<file path="src/rtl/cla16_share_arb.sv">
// cla16_share_arb: round-robin arbiter and 3-state sequencer sharing a single
// 16-bit carry-look-ahead adder among NUM_REQ valid/ready requesters.
// The result comes back on one tagged response channel.
// Optional statistics counters are built when CLA16_SHARE_ARB_STATS_EN is defined.

// Two-level 16-bit carry-look-ahead adder: 4-bit groups with a group-level look-ahead.
module cla16 (
    input  logic [15:0] a,
    input  logic [15:0] b,
    input  logic        cin,
    output logic [15:0] sum,
    output logic        cout
);
    logic [15:0] g_s;
    logic [15:0] p_s;
    logic [15:0] c_s;
    logic [3:0]  gg_s;
    logic [3:0]  gp_s;
    logic [4:0]  gc_s;

    // Bit generate/propagate, group look-ahead, then bit carries inside each group.
    always_comb begin
        g_s = a & b;
        p_s = a ^ b;
        for (int k = 0; k < 4; k++) begin
            gg_s[k] = g_s[4*k+3]
                    | (p_s[4*k+3] & g_s[4*k+2])
                    | (p_s[4*k+3] & p_s[4*k+2] & g_s[4*k+1])
                    | (p_s[4*k+3] & p_s[4*k+2] & p_s[4*k+1] & g_s[4*k]);
            gp_s[k] = &p_s[4*k +: 4];
        end
        gc_s[0] = cin;
        gc_s[1] = gg_s[0] | (gp_s[0] & cin);
        gc_s[2] = gg_s[1] | (gp_s[1] & gg_s[0]) | (gp_s[1] & gp_s[0] & cin);
        gc_s[3] = gg_s[2] | (gp_s[2] & gg_s[1]) | (gp_s[2] & gp_s[1] & gg_s[0])
                | (gp_s[2] & gp_s[1] & gp_s[0] & cin);
        gc_s[4] = gg_s[3] | (gp_s[3] & gg_s[2]) | (gp_s[3] & gp_s[2] & gg_s[1])
                | (gp_s[3] & gp_s[2] & gp_s[1] & gg_s[0])
                | (gp_s[3] & gp_s[2] & gp_s[1] & gp_s[0] & cin);
        for (int k = 0; k < 4; k++) begin
            c_s[4*k]   = gc_s[k];
            c_s[4*k+1] = g_s[4*k] | (p_s[4*k] & gc_s[k]);
            c_s[4*k+2] = g_s[4*k+1] | (p_s[4*k+1] & g_s[4*k])
                       | (p_s[4*k+1] & p_s[4*k] & gc_s[k]);
            c_s[4*k+3] = g_s[4*k+2] | (p_s[4*k+2] & g_s[4*k+1])
                       | (p_s[4*k+2] & p_s[4*k+1] & g_s[4*k])
                       | (p_s[4*k+2] & p_s[4*k+1] & p_s[4*k] & gc_s[k]);
        end
        sum  = p_s ^ c_s;
        cout = gc_s[4];
    end
endmodule

module cla16_share_arb #(
    parameter int NUM_REQ = 4,
    parameter int ID_W    = 2
) (
    input  logic                    clk,
    input  logic                    rst_n,
    input  logic [NUM_REQ-1:0]      req_valid,
    output logic [NUM_REQ-1:0]      req_ready,
    input  logic [16*NUM_REQ-1:0]   req_a,
    input  logic [16*NUM_REQ-1:0]   req_b,
    input  logic [NUM_REQ-1:0]      req_cin,
    output logic                    rsp_valid,
    input  logic                    rsp_ready,
    output logic [ID_W-1:0]         rsp_id,
    output logic [15:0]             rsp_sum,
    output logic                    rsp_cout
`ifdef CLA16_SHARE_ARB_STATS_EN
    ,
    output logic [15:0]             op_count,
    output logic [15:0]             cout_count
`endif
);
    typedef enum logic [1:0] {
        ST_IDLE = 2'd0,
        ST_EXEC = 2'd1,
        ST_RESP = 2'd2
    } state_t;

    state_t            state_r;
    state_t            state_s;
    logic [ID_W-1:0]   rr_ptr_r;
    logic [ID_W-1:0]   grant_s;
    logic [ID_W-1:0]   id_r;
    logic              found_s;
    logic              accept_s;
    logic              rsp_fire_s;
    logic [NUM_REQ-1:0] ready_s;
    logic [15:0]       sel_a_s;
    logic [15:0]       sel_b_s;
    logic              sel_cin_s;
    logic [15:0]       op_a_r;
    logic [15:0]       op_b_r;
    logic              op_cin_r;
    logic [15:0]       sum_s;
    logic              cout_s;
    logic              rsp_valid_r;
    logic [ID_W-1:0]   rsp_id_r;
    logic [15:0]       rsp_sum_r;
    logic              rsp_cout_r;

    // (base + off) mod NUM_REQ; base is always below NUM_REQ and off never exceeds NUM_REQ.
    function automatic logic [ID_W-1:0] wrap_add(input logic [ID_W-1:0] base, input int off);
        int s;
        s = int'(base) + off;
        if (s >= NUM_REQ) begin
            s = s - NUM_REQ;
        end else begin
            s = s;
        end
        return ID_W'(s);
    endfunction

    // Round-robin search starting at rr_ptr; the descending loop lets the nearest valid index win.
    always_comb begin
        found_s = 1'b0;
        grant_s = {ID_W{1'b0}};
        for (int off = NUM_REQ - 1; off >= 0; off--) begin
            if (req_valid[wrap_add(rr_ptr_r, off)]) begin
                found_s = 1'b1;
                grant_s = wrap_add(rr_ptr_r, off);
            end else begin
                found_s = found_s;
                grant_s = grant_s;
            end
        end
    end

    assign accept_s   = (state_r == ST_IDLE) && found_s;
    assign rsp_fire_s = rsp_valid_r && rsp_ready;

    // One-hot ready for the granted requester; forced low while reset is asserted.
    always_comb begin
        ready_s = {NUM_REQ{1'b0}};
        if (accept_s && rst_n) begin
            ready_s[grant_s] = 1'b1;
        end else begin
            ready_s = {NUM_REQ{1'b0}};
        end
    end

    // Operand mux selecting the granted requester's a/b/cin slice.
    always_comb begin
        sel_a_s   = 16'h0000;
        sel_b_s   = 16'h0000;
        sel_cin_s = 1'b0;
        for (int i = 0; i < NUM_REQ; i++) begin
            if (grant_s == ID_W'(i)) begin
                sel_a_s   = req_a[16*i +: 16];
                sel_b_s   = req_b[16*i +: 16];
                sel_cin_s = req_cin[i];
            end else begin
                sel_a_s   = sel_a_s;
                sel_b_s   = sel_b_s;
                sel_cin_s = sel_cin_s;
            end
        end
    end

    // Next-state logic: IDLE waits for a grant, EXEC lasts one cycle, RESP waits for the consumer.
    always_comb begin
        state_s = state_r;
        case (state_r)
            ST_IDLE: begin
                if (accept_s) begin
                    state_s = ST_EXEC;
                end else begin
                    state_s = ST_IDLE;
                end
            end
            ST_EXEC: begin
                state_s = ST_RESP;
            end
            ST_RESP: begin
                if (rsp_fire_s) begin
                    state_s = ST_IDLE;
                end else begin
                    state_s = ST_RESP;
                end
            end
            default: begin
                state_s = ST_IDLE;
            end
        endcase
    end

    // State register.
    always_ff @(posedge clk or negedge rst_n) begin
        if (!rst_n) begin
            state_r <= ST_IDLE;
        end else begin
            state_r <= state_s;
        end
    end

    // The single shared adder only ever sees the registered operands.
    cla16 u_cla16 (
        .a    (op_a_r),
        .b    (op_b_r),
        .cin  (op_cin_r),
        .sum  (sum_s),
        .cout (cout_s)
    );

    // Operand capture, rr pointer advance and response registers.
    always_ff @(posedge clk or negedge rst_n) begin
        if (!rst_n) begin
            rr_ptr_r    <= {ID_W{1'b0}};
            id_r        <= {ID_W{1'b0}};
            op_a_r      <= 16'h0000;
            op_b_r      <= 16'h0000;
            op_cin_r    <= 1'b0;
            rsp_valid_r <= 1'b0;
            rsp_id_r    <= {ID_W{1'b0}};
            rsp_sum_r   <= 16'h0000;
            rsp_cout_r  <= 1'b0;
        end else begin
            if (accept_s) begin
                op_a_r   <= sel_a_s;
                op_b_r   <= sel_b_s;
                op_cin_r <= sel_cin_s;
                id_r     <= grant_s;
                rr_ptr_r <= wrap_add(grant_s, 1);
            end
            if (state_r == ST_EXEC) begin
                rsp_sum_r   <= sum_s;
                rsp_cout_r  <= cout_s;
                rsp_id_r    <= id_r;
                rsp_valid_r <= 1'b1;
            end else if (rsp_fire_s) begin
                rsp_valid_r <= 1'b0;
            end
        end
    end

    assign req_ready = ready_s;
    assign rsp_valid = rsp_valid_r;
    assign rsp_id    = rsp_id_r;
    assign rsp_sum   = rsp_sum_r;
    assign rsp_cout  = rsp_cout_r;

`ifdef CLA16_SHARE_ARB_STATS_EN
    logic [15:0] op_count_r;
    logic [15:0] cout_count_r;

    // Wrapping counters of completed responses and of those that carried out.
    always_ff @(posedge clk or negedge rst_n) begin
        if (!rst_n) begin
            op_count_r   <= 16'h0000;
            cout_count_r <= 16'h0000;
        end else if (rsp_fire_s) begin
            op_count_r <= op_count_r + 16'h0001;
            if (rsp_cout_r) begin
                cout_count_r <= cout_count_r + 16'h0001;
            end
        end
    end

    assign op_count   = op_count_r;
    assign cout_count = cout_count_r;
`endif
endmodule
</file>
<file path="config.mk">
export PLATFORM = sky130hd
export DESIGN_NAME = cla16_share_arb
export DESIGN_NICKNAME = d
export VERILOG_FILES = /design/src/rtl/cla16_share_arb.sv
export SDC_FILE = /design/constraint.sdc
export NUM_CORES = 1
export LEC_CHECK = 0
export CAP_MARGIN = 20
export CORE_MARGIN = 4
export CORE_UTILIZATION = 45
export DETAILED_ROUTE_END_ITERATION = 7
export HOLD_SLACK_MARGIN = 0.02
export PLACE_DENSITY = 0.81
export RECOVER_POWER = 25
export SETUP_SLACK_MARGIN = 0.4
export SLEW_MARGIN = 20
export SYNTH_ARGS = -nofsm -noshare
export SYNTH_HDL_FRONTEND = slang
export SYNTH_SLANG_ARGS = --single-unit
</file>
<file path="constraint.sdc">
create_clock -name clk -period 4.7 [get_ports clk]
set_input_delay 1.41 -clock clk [delete_from_list [all_inputs] [get_ports clk]]
set_output_delay 1.41 -clock clk [all_outputs]
set_load 0.01 [all_outputs]
</file>
==> results.ini <==
[global_routing]
grt.overflow.total = 0
antenna_found_initial = 0
track_usage_pct = 22.4
grt_pass1_wl_um = 19800
grt_max_degree = 67
grt_pass1_vias = 4018

[critical_path]
crit_slowest_cell = a211oi_2
cp_top_family = buffers and inverters
crit_required_ps = 3290
path_class = in -> out
cp_cell_sequence = clkdlybuf4s15_1 > a21oi_2 > nor2_1 > a211oi_2 > buf_4 > buf_4 > ha_2 > and3_1 > buf_2
crit_path_frequent_cell = buf_4
start_kind = input port
arrival_ps = 2800
slowest_delay_ps = 250
cp-end-kind = output port
cp.buffers_inverters = 4
cp_max_fo = 2

[placed_design]
dpl.hpwl_um = 9940
dpl-instance-area_um2 = 5850
dp_cells = 748
post-place-ws_ps = -232
io_buffer_count = 162
finalWeightedCongestion = 0.864

[sta]
tightest_slew_ps = 1090
finalCritPeriodShare_pct = 89.7
fin_skew_ps = 13.7
slew_violations = 0
final-setup-viol-count = 0
setup_ws_ps = 486
rsz0062_at_grt = no
holdWs_ps = 478
hold_viol_final = 0
max_freq_mhz = 237
relSlewSlack_pct = 27.4
fin_tns_setup_ps = 0
layout_min_cycle_time_ps = 4210

[die]
die_w_um = 104
rows = 34
start_util_pct = 46.8
dieArea_um2 = 10800
coreArea_um2 = 8850
fp.dieH_um = 104
io_pins = 163

[route]
first_pass_iters = 5
drtIter0Drc = 193
wire_per_inst_um = 16.0
wirelength_um = 12200
ant_nets = 0
vias_per_cell = 5.46
via_count = 4185
remaining_drc_errors = 0

[power]
irDropWorstVdd_mv = 0.246
power_density_nw_per_um2 = 650
leakage_nw = 2.41

[finish]
finish.net_count = 817
fin_area_um2 = 6030
n_antenna_cell = 0
fin_cells = 766
drive_gt1_share_pct = 9.27
area_growth_pct = 45.5

[synthesis]
synth_top_area_cell = dfrtp_1
synth_fp_nets = 664
synth_area_um2 = 4150
yosysMostFrequentCell = nand2_1
ys_async_sr_fraction_pct = 100
yosys_warnings = 0
synth_edf_count = 0
yosysSeqAreaShare_pct = 35.6
ys_types = 53
synth_common_cells = nand2_1, a21oi_1, dfrtp_1, o211ai_1, nand3b_1
postSynthCellCount = 501
ys.flop_type = dfrtp_1
yosys.area.top_type_share_pct = 35.6
yosys-top-cells-area = dfrtp_1, nand2_1, a21oi_1
ys_ff_latch = 59
postSynthAreaPerCell_um2 = 8.27

[clocking]
cts_buffers = 9
cts_hold_buf = 0
clkTransAtPathRegs_ps = 60
clk_latency_ps = 340
cts-root-buf = clkbuf_8
cts_buffer_depth = 2
cts_htree_levels = 3
cts_tree = done
cts.sinks = 59

[job]
cap_viol_max_count = 0

[status]
status = finished clean

[hold_path]
hold_class = reg -> reg

## flip-flops by register name, summed over array words and instances, names as in the netlist, 2 cells and up
signal and count:
op_a_r 16, op_b_r 16, rsp_sum 16, id_r 2, rr_ptr_r 2, rsp_id 2
state_r 2
## final timing paths
kind | slack [ps] | endpoint | from | depth (start not counted)
worst max-delay path | 490 | req_ready[3] | req_valid[2] | 9
worst min-delay path | 480 | rsp_sum[0]$_DFFE_PN0P_ | rsp_sum[0]$_DFFE_PN0P_ | 2
worst max register to register | 2010 | op_cin_r$_DFFE_PN0N_ | rr_ptr_r[0]$_DFFE_PN0N_ | 12
worst min register to register | 480 | rsp_sum[0]$_DFFE_PN0P_ | rsp_sum[0]$_DFFE_PN0P_ | 2
max in group asynchronous | 2280 | op_b_r[13]$_DFFE_PN0N_ | rst_n | 2
min in group asynchronous | 1250 | id_r[0]$_DFFE_PN0N_ | rst_n | 1
## layout by cell type, fill, tap and decap left out, drive strengths merged, types with 2 or more instances in the layout
cell type / count
o21a: 30
o31ai: 2
clkdlybuf4s50: 153
a221oi: 3
a21boi: 3
a21oi: 72
inv: 16
buf: 20
dfrtp: 59
xnor2: 4
nand3b: 32
nand2: 101
and3: 6
nand2b: 2
o211ai: 33
clkbuf: 13
a311o: 2
clkinv: 3
nand3: 3
and2: 2
nor3: 4
o21ai: 20
a311oi: 2
ha: 20
a211oi: 5
nor3b: 2
clkinvlp: 2
xor2: 3
nor2: 14
o22ai: 2
clkdlybuf4s15: 2
a21o: 2
fa: 4
nor2b: 6
## through the flow
step	total power [mW]	utilization [%]
after floorplan	2.74	-
after global placement	3.41	66.1
after detailed placement	3.52	66.1
after CTS	3.94	68.1
after global routing	4.29	68.2
final	3.92	68.2
## worst register-to-register path, delay by kind of cell (launching register included)
| family | cells | cell delay (ps) |
|---|---|---|
| AO/OA/AOI/OAI | 5 | 960 |
| flip-flops | 1 | 470 |
| buffers and inverters | 2 | 590 |
| AND/OR/NAND/NOR | 4 | 390 |
| adder cells (fa/ha/maj) | 1 | 150 |
## final cells by class
| class | count | area, um2 |
|---|---|---|
| Clock inverter | 5 | 30.0 |
| Fill cell | 773 | 2820 |
| Sequential cell | 59 | 1480 |
| Inverter | 16 | 60.1 |
| Multi-Input combinational cell | 389 | 2470 |
| Clock buffer | 10 | 138 |
| Timing Repair Buffer | 179 | 1720 |
| Tap cell | 108 | 135 |
## kinds of logic after synthesis
group           count (synthesis)  share of synthesized area (%)
simple gates                  177                           21.1
fa+ha+maj                      24                           7.97
xor+xnor                        7                           1.48
compound gates                181                           28.5
flops                          59                           35.6
buf+inv                        53                           5.40
## power by group
| part | switching (mW) | internal (mW) | leakage [nW] |
|---|---|---|---|
| clock network | 0.196 | 0.199 | 0.0839 |
| registers | 0.192 | 0.782 | 0.701 |
| logic | 1.38 | 1.18 | 1.63 |
## what timing repair did
item | in CTS | in global routing
endpoints found under the setup margin | 4 | 4
gates cloned | 0 | 0
resized for setup | 28 | 5
buffers inserted | 2 | 1
pin swaps | 1 | 3
## per-layer routing
| layer | part of all wire [%] | vias to the layer above | global-route usage [%] | wire [um] |
|---|---|---|---|---|
| li1 | - | 2090 | - | - |
| met1 | 42 | 1927 | 28.6 | 5180 |
| met2 | 48 | 149 | 37.3 | 5880 |
| met3 | 7.4 | 19 | 5.59 | 911 |
| met4 | 2.2 | 0 | 7.41 | 275 |
| met5 | 0 | - | 0 | 0 |
Power figures use the tool's default switching activity.
